`src/rtl/maze_drawer_if.sv`:
```
// Signal bundle between the maze frame-scan engine, the maze ROM and the VGA adapter.
// master = the drawer, slave = the surrounding ROM / VGA / game FSM side.
interface maze_drawer_if;
  logic       start;
  logic [7:0] player_x;
  logic [6:0] player_y;
  logic [7:0] rom_x;
  logic [6:0] rom_y;
  logic [2:0] rom_dout;
  logic [7:0] vga_x;
  logic [6:0] vga_y;
  logic [2:0] vga_colour;
  logic       plot;
  logic       busy;
  logic       done;

  modport master (
    input  start, player_x, player_y, rom_dout,
    output rom_x, rom_y, vga_x, vga_y, vga_colour, plot, busy, done
  );
  modport slave (
    output start, player_x, player_y, rom_dout,
    input  rom_x, rom_y, vga_x, vga_y, vga_colour, plot, busy, done
  );
endinterface

```
`src/rtl/maze_drawer.sv`:
```
// Raster-scans the maze ROM and streams (x, y, colour, plot) to the VGA adapter.
// Optional macro PLAYER_OVERLAY_EN paints the player's pixel with PLAYER_COLOUR.
module maze_drawer #(
  parameter int         WIDTH         = 160,
  parameter int         HEIGHT        = 120,
  parameter logic [2:0] PLAYER_COLOUR = 3'b100
) (
  input  logic          clk,
  input  logic          reset,
  maze_drawer_if.master bus
);
  localparam logic [7:0] X_LAST = 8'(WIDTH - 1);
  localparam logic [6:0] Y_LAST = 7'(HEIGHT - 1);

  typedef enum logic [1:0] {IDLE, SCAN, FLUSH, DONE} state_t;
  state_t state, state_nxt;

  logic last_x, last_y;
  assign last_x = (bus.rom_x == X_LAST);
  assign last_y = (bus.rom_y == Y_LAST);

  always_ff @(posedge clk) begin
    if (reset) state <= IDLE;
    else       state <= state_nxt;
  end

  always_comb begin
    state_nxt = state;
    case (state)
      IDLE:    if (bus.start) state_nxt = SCAN;
      SCAN:    if (last_x && last_y) state_nxt = FLUSH;
      FLUSH:   state_nxt = DONE;
      DONE:    state_nxt = IDLE;
      default: state_nxt = IDLE;
    endcase
  end

  // VGA coordinates are captured from the address of the same edge, so they
  // line up with rom_dout, which the ROM registers on that edge as well.
  always_ff @(posedge clk) begin
    if (reset) begin
      bus.rom_x <= '0;
      bus.rom_y <= '0;
      bus.vga_x <= '0;
      bus.vga_y <= '0;
      bus.plot  <= 1'b0;
    end else begin
      bus.plot <= (state == SCAN);
      if (state == SCAN) begin
        bus.vga_x <= bus.rom_x;
        bus.vga_y <= bus.rom_y;
        if (last_x) begin
          bus.rom_x <= '0;
          bus.rom_y <= last_y ? 7'd0 : bus.rom_y + 7'd1;
        end else begin
          bus.rom_x <= bus.rom_x + 8'd1;
        end
      end else begin
        bus.rom_x <= '0;
        bus.rom_y <= '0;
      end
    end
  end

`ifdef PLAYER_OVERLAY_EN
  logic hit;
  always_ff @(posedge clk) begin
    if (reset) hit <= 1'b0;
    else       hit <= (state == SCAN) && (bus.rom_x == bus.player_x) &&
                      (bus.rom_y == bus.player_y);
  end
`endif

  always_comb begin
    bus.busy       = (state == SCAN) || (state == FLUSH);
    bus.done       = (state == DONE);
`ifdef PLAYER_OVERLAY_EN
    bus.vga_colour = hit ? PLAYER_COLOUR : bus.rom_dout;
`else
    bus.vga_colour = bus.rom_dout;
`endif
  end
endmodule

```
`src/flat_wrapper.sv`:
```
// flat-port wrapper written by rule: the top's interface ports become plain ports
module maze_drawer_flat 
#(
  parameter int         WIDTH         = 160,
  parameter int         HEIGHT        = 120,
  parameter logic [2:0] PLAYER_COLOUR = 3'b100
)
  (clk, reset, bus_start, bus_player_x, bus_player_y, bus_rom_dout, bus_rom_x, bus_rom_y, bus_vga_x, bus_vga_y, bus_vga_colour, bus_plot, bus_busy, bus_done);
  maze_drawer_if bus_i ();
  input  logic clk;
  input  logic reset;
  input wire logic [$bits(bus_i.start)-1:0] bus_start;
  input wire logic [$bits(bus_i.player_x)-1:0] bus_player_x;
  input wire logic [$bits(bus_i.player_y)-1:0] bus_player_y;
  input wire logic [$bits(bus_i.rom_dout)-1:0] bus_rom_dout;
  output wire logic [$bits(bus_i.rom_x)-1:0] bus_rom_x;
  output wire logic [$bits(bus_i.rom_y)-1:0] bus_rom_y;
  output wire logic [$bits(bus_i.vga_x)-1:0] bus_vga_x;
  output wire logic [$bits(bus_i.vga_y)-1:0] bus_vga_y;
  output wire logic [$bits(bus_i.vga_colour)-1:0] bus_vga_colour;
  output wire logic [$bits(bus_i.plot)-1:0] bus_plot;
  output wire logic [$bits(bus_i.busy)-1:0] bus_busy;
  output wire logic [$bits(bus_i.done)-1:0] bus_done;
  assign bus_i.start = bus_start;
  assign bus_i.player_x = bus_player_x;
  assign bus_i.player_y = bus_player_y;
  assign bus_i.rom_dout = bus_rom_dout;
  assign bus_rom_x = bus_i.rom_x;
  assign bus_rom_y = bus_i.rom_y;
  assign bus_vga_x = bus_i.vga_x;
  assign bus_vga_y = bus_i.vga_y;
  assign bus_vga_colour = bus_i.vga_colour;
  assign bus_plot = bus_i.plot;
  assign bus_busy = bus_i.busy;
  assign bus_done = bus_i.done;
  maze_drawer #(.WIDTH(WIDTH), .HEIGHT(HEIGHT), .PLAYER_COLOUR(PLAYER_COLOUR)) u_core (.clk(clk), .reset(reset), .bus(bus_i));
endmodule
```
`config.mk`:
```
export PLATFORM = sky130hd
export DESIGN_NAME = maze_drawer_flat
export DESIGN_NICKNAME = d
export VERILOG_FILES = /design/src/rtl/maze_drawer_if.sv /design/src/rtl/maze_drawer.sv /design/src/flat_wrapper.sv
export SDC_FILE = /design/constraint.sdc
export NUM_CORES = 1
export LEC_CHECK = 0
export ABC_AREA = 0
export CAP_MARGIN = 30
export CORE_ASPECT_RATIO = 1.75
export CORE_MARGIN = 1
export CORE_UTILIZATION = 45
export CTS_CLUSTER_DIAMETER = 150
export CTS_CLUSTER_SIZE = 40
export DETAILED_ROUTE_END_ITERATION = 10
export MAX_ROUTING_LAYER = met4
export PLACE_DENSITY = 0.83
export SYNTH_ARGS = -nofsm -noshare
export SYNTH_HDL_FRONTEND = slang
export SYNTH_SLANG_ARGS = --single-unit
```
`constraint.sdc`:
```
create_clock -name clk -period 5.4 [get_ports clk]
set_clock_uncertainty 0.1 [all_clocks]
set_input_delay 0.54 -clock clk [delete_from_list [all_inputs] [get_ports clk]]
set_output_delay 0.54 -clock clk [all_outputs]
set_load 0.05 [all_outputs]
```
==> Word level (Yosys, flattened, before mapping) <==
Cells that the tools add are included.
{ "op_classes": {"n_addsub": 2, "eq_ne": 7, "muxes": 4, "bitwise": 1, "n_reduce_logical": 6} }
{ "op_table": {"columns": ["cell", "count"], "rows": [
  ["$add A8 B1 Y8 const B", 1],
  ["$eq A8 B8 Y1 const B", 1],
  ["$pmux W2 S4", 1],
  ["$add A7 B1 Y7 const B", 1],
  ["$eq A7 B7 Y1 const B", 1],
  ["$mux W7", 1],
  ["$eq A2 B2 Y1 const B", 2],
  ["$mux W2", 2],
  ["$reduce_or A3 Y1", 1],
  ["$eq A2 B1 Y1 const B", 1],
  ["$logic_not A2 Y1", 1],
  ["$ne A2 B1 Y1 const B", 1],
  ["$ne A2 B2 Y1 const B", 1],
  ["$reduce_and A2 Y1", 1],
  ["$reduce_or A2 Y1", 1],
  ["$logic_and A1 B1 Y1", 1],
  ["$logic_or A1 B1 Y1", 1],
  ["$not A1 Y1", 1]
]} }
{ "totals": {"register_bits": 33, "wordCells": 26} }

==> Longest topological paths before layout <==
{ "logic_depth": {"ltp_word": 4, "ltp_mapped": 7, "ltp_nobuf": 6} }

==> Least setup slack after synthesis <==
Ideal clock, no wire load.
{ "synth_path": {"kind": "reg2reg", "from": "register u_core.bus.rom_x[0]", "to": "register u_core.bus.rom_y[6]", "setup_time_ns": 0.071, "arrival_ns": 1.982, "t_required_ns": 5.229, "slack_ns": 3.247, "stages_incl_launch_ff": 7, "n_path_buf": 1, "cell_sequence": "dfxtp_1 ha_1 and4_1 buf_6 nand2_4 or4b_1 a21oi_1"} }
{ "synth_between": {"elab_chain_cells": 1} }
{ "synth_lines": {"columns": ["item", "line", "source"], "rows": [
  ["from (decl)", "maze_drawer_if.sv:19", "output rom_x, rom_y, vga_x, vga_y, vga_colour, plot, busy, done"],
  ["from (signal assigned)", "maze_drawer.sv:56", "bus.rom_x <= bus.rom_x + 8'd1;"],
  ["$eq A8 B8 Y1", "maze_drawer.sv:19", "assign last_x = (bus.rom_x == X_LAST);"],
  ["to (signal assigned)", "maze_drawer.sv:54", "bus.rom_y <= last_y ? 7'd0 : bus.rom_y + 7'd1;"],
  ["to (decl)", "maze_drawer_if.sv:19", null]
]} }
Every way passes these cells.
A chain may end at the register's enable or synchronous reset.

==> Final worst setup path <==
{ "layout_path": {"from": "register u_core.state[1]", "to": "output bus_busy"} }
{ "layout_between": {"elab_chain_cells": 2, "word_cells_on_any_way": 3, "cone_classes": "eq/ne: 2; reduce/logical: 1"} }
{ "layout_lines": {"columns": ["item", "line", "source"], "rows": [
  ["from (decl)", "maze_drawer.sv:16", "state_t state, state_nxt;"],
  ["from (signal assigned)", "maze_drawer.sv:24", "else state <= state_nxt;"],
  ["$eq A2 B1 Y1 or $eq A2 B2 Y1 (tied branches)", "maze_drawer.sv:75", "bus.busy = (state == SCAN) || (state == FLUSH);"],
  ["$logic_or A1 B1 Y1 *", "maze_drawer.sv:75", null],
  ["to (decl)", "flat_wrapper.sv:22", "output wire logic [$bits(bus_i.busy)-1:0] bus_busy;"]
]} }
Every way passes the cells marked *; elsewhere a longest branch is shown, timed or not.

==> results.yml <==
detailed_routing:
  routed_wl_mm: 2.913
  drt_pass1_iterations: 9
  highest_layer: "met4"
  post_drt_wl_per_cell_um: 13.24
  routed_via_density: 4.950
  drtAntennaViolNets: 0
  met2_length_mm: 1.558
  met1Wirelength_mm: 1.138
  drc: 1
  drt_iter0_markers: 15
  dr_wl_met3_um: 149
  num_vias: 1089
grt:
  grt_pass1_vias: 1063
  grt_pass1_wl_mm: 4.981
  grt_overflow: 0
  grtUsageTotal_pct: 20.55
  grt_max_degree: 20
  antenna_found_initial: 0
floorplanning:
  start_util_pct: 47.51
  core_mm2: 0.002960
  die_area_mm2: 0.003362
  chipHeight_um: 75.96
  num_rows: 26
  die_w_um: 44.26
  boundaryPins: 57
logic_synthesis:
  ys_ff_latch: 33
  ys_top_cells_by_area: "dfxtp_1 (47%), mux2i_1 (11%), nor2_1 (6.7%), ha_1 (5.3%), xor2_1 (3.7%)"
  syn_nets: 169
  async_flop_share_pct: 0
  yosysTopAreaCell: "dfxtp_1"
  yosysUniqueCellTypes: 31
  seq_area_frac_synth_pct: 46.98
  synth_edf_count: 0
  synth.avg_cell_area_um2: 9.904
  netlist_area_mm2: 0.001406
  ys.flop_type: "dfxtp_1"
  synth_cells: 142
  yosysWarnings: 0
  synth_top_area_share_pct: 46.98
timing:
  tightestPinTransition_ns: 0.6897
  max_slew_margin_pct: 53.88
  finalSetupTns_ns: 0
  finalSetupViolCount: 0
  drv_slew: 0
  final-hold-violation-count: 0
  timing.final.ws_setup_ns: 2.915
  max_clock_freq_mhz: 402.5
  period_share_pct: 46.01
  grt_setup_unrepaired: "no"
  min_period_ns: 2.485
cts:
  ctsResizeCount: 0
  cts_setup_buffers: 0
  clk_pin_slew_ns: 0.06
  cts-htree-levels: 2
  root_buffer: "clkbuf_8"
  tritoncts: "done"
  cts_buffers: 5
  clkSinkCount: 33
  cts_buffer_depth: 2
  worstSkewPairLatency_ns: 0.29
  cts_hold_buffers: 0
setup_path:
  cp_top_family: "buffers and inverters"
  cp_max_fo: 4
  crit_start: "u_core.state[1]"
  r2r-start: "u_core.bus.rom_x[0]"
  path_buf_inv: 2
  required_ns: 4.76
  worstPathArrival_ns: 1.84
  crit_type: "flip-flop to output port"
  slowest_delay_ns: 0.80
  crit_path_top_delay_cell: "clkdlybuf4s50_1"
  endpoint_kind: "output port"
  worstPathCellList: "inv_1 > ha_1 > clkdlybuf4s50_1"
  cp-start-kind: "flip-flop"
placement:
  gp_congestion: 0.7672
  placed_area_mm2: 0.001767
  dp_hpwl_mm: 2.083
  dp_slack_ns: 3.058
  io_buffers: 35
flow_run:
  cap_violations: 0
pwr:
  p_per_area_mw_per_mm2: 369.1
  p_leak_uw: 0.0007001
  ir_drop_mv: 0.2553
min_path:
  hp-class: "flip-flop to flip-flop"
  hold_start: "u_core.bus.vga_y[3]"
cells_and_area:
  drive_gt1_share_pct: 6.742
  antenna_cells: 0
  fill_cells: 242
  fin_nets: 204
  fin_area_mm2: 0.001883
  area_growth_pct: 33.90
outcome:
  violations: "design-rule violations"
  outcome: "finished, violations left"
-- cells by family (layout without fill, tap and decap cells) --
kind of cell / count (synthesis) / in the layout / share of synthesized area [%]
mux: 16 / 16 / 11.39
xor+xnor: 11 / 11 / 6.850
flops: 33 / 33 / 46.97
compound gates: 6 / 6 / 2.757
buf+inv: 12 / 48 / 4.625
fa+ha+maj: 6 / 6 / 5.338
simple gates: 58 / 58 / 22.06
-- final cells by class --
type                    count  area, um^2  share of cell area (%)
clock buffers               7       86.33                   4.585
clock inverters             1       30.03                   1.595
inverters                   4       15.01                  0.7973
multi-input cells          97       680.7                   36.15
flip-flops and latches     33       660.6                   35.08
well taps                  42       52.55                   2.791
repair buffers             36       357.8                   19.00
-- final timing paths --
path | to | slack (ns) | cells past startpoint
max reg2reg | u_core.bus.rom_y[6] | 3.41 | 5
min | u_core.bus.vga_y[3] | 0.39 | 2
max | bus_busy | 2.92 | 3
min reg2reg | u_core.bus.vga_y[3] | 0.39 | 2
-- cells in the mapped netlist (3+ instances only) --
master	count
inv_1	4
nand4_1	5
buf_4	3
clkbuf_1	3
dfxtp_1	33
nand3_1	5
mux2i_1	16
nand2b_1	3
ha_1	6
xnor2_1	5
nand2_1	7
xor2_1	6
nor2_1	25
-- report_power, final --
group	switching [uW]	internal (uW)
clock network	88.3	150
registers	11.9	256
logic	118	69.7
total	219	476
-- worst register-to-register path: stages, from the launching register on --
cell	delay, ns
dfxtp_1	0.42
ha_1	0.25
and4_1	0.37
nand2_4	0.11
or4b_1	0.52
a21oi_1	0.15
-- routing by layer --
metal / global-route usage [%] / vias up
li1: - / 544
met1: 20.21 / 508
met2: 34.56 / 29
met3: 6.667 / 8
met4: 10.00 / 0
met5: - / -
-- stage by stage --
stage	instances	hold slack, ns	power (uW)	util [%]
2_1_floorplan	142	0.3851	420.9	-
3_3_place_gp	212	0.3732	453.0	59.68
3_5_place_dp	212	0.3799	463.4	59.68
4_1_cts	220	0.3960	702.6	63.61
5_1_grt	220	0.4108	730.0	63.61
6_report	220	0.3900	695.0	63.61
-- flip-flops by register name, indices dropped and copies added (netlist names) --
signal            flops
u_core.bus.rom_y      7
u_core.state          2
u_core.bus.plot       1
u_core.bus.rom_x      8
u_core.bus.vga_x      8
u_core.bus.vga_y      7
-- placed cells by master (no fill, tap or decap), types with 2 or more instances in the layout --
master / netlist / final
clkdlybuf4s50_1: 0 / 35
nand2_1: 7 / 7
nor2_1: 25 / 25
nand3_1: 5 / 5
a21oi_1: 2 / 2
xnor2_1: 5 / 5
dfxtp_1: 33 / 33
clkbuf_8: 0 / 6
nand4_1: 5 / 5
and2_1: 2 / 2
ha_1: 6 / 6
mux2i_1: 16 / 16
xor2_1: 6 / 6
a211oi_1: 2 / 2
inv_1: 4 / 4
nand2b_1: 3 / 3
Power figures use the tool's default switching activity.
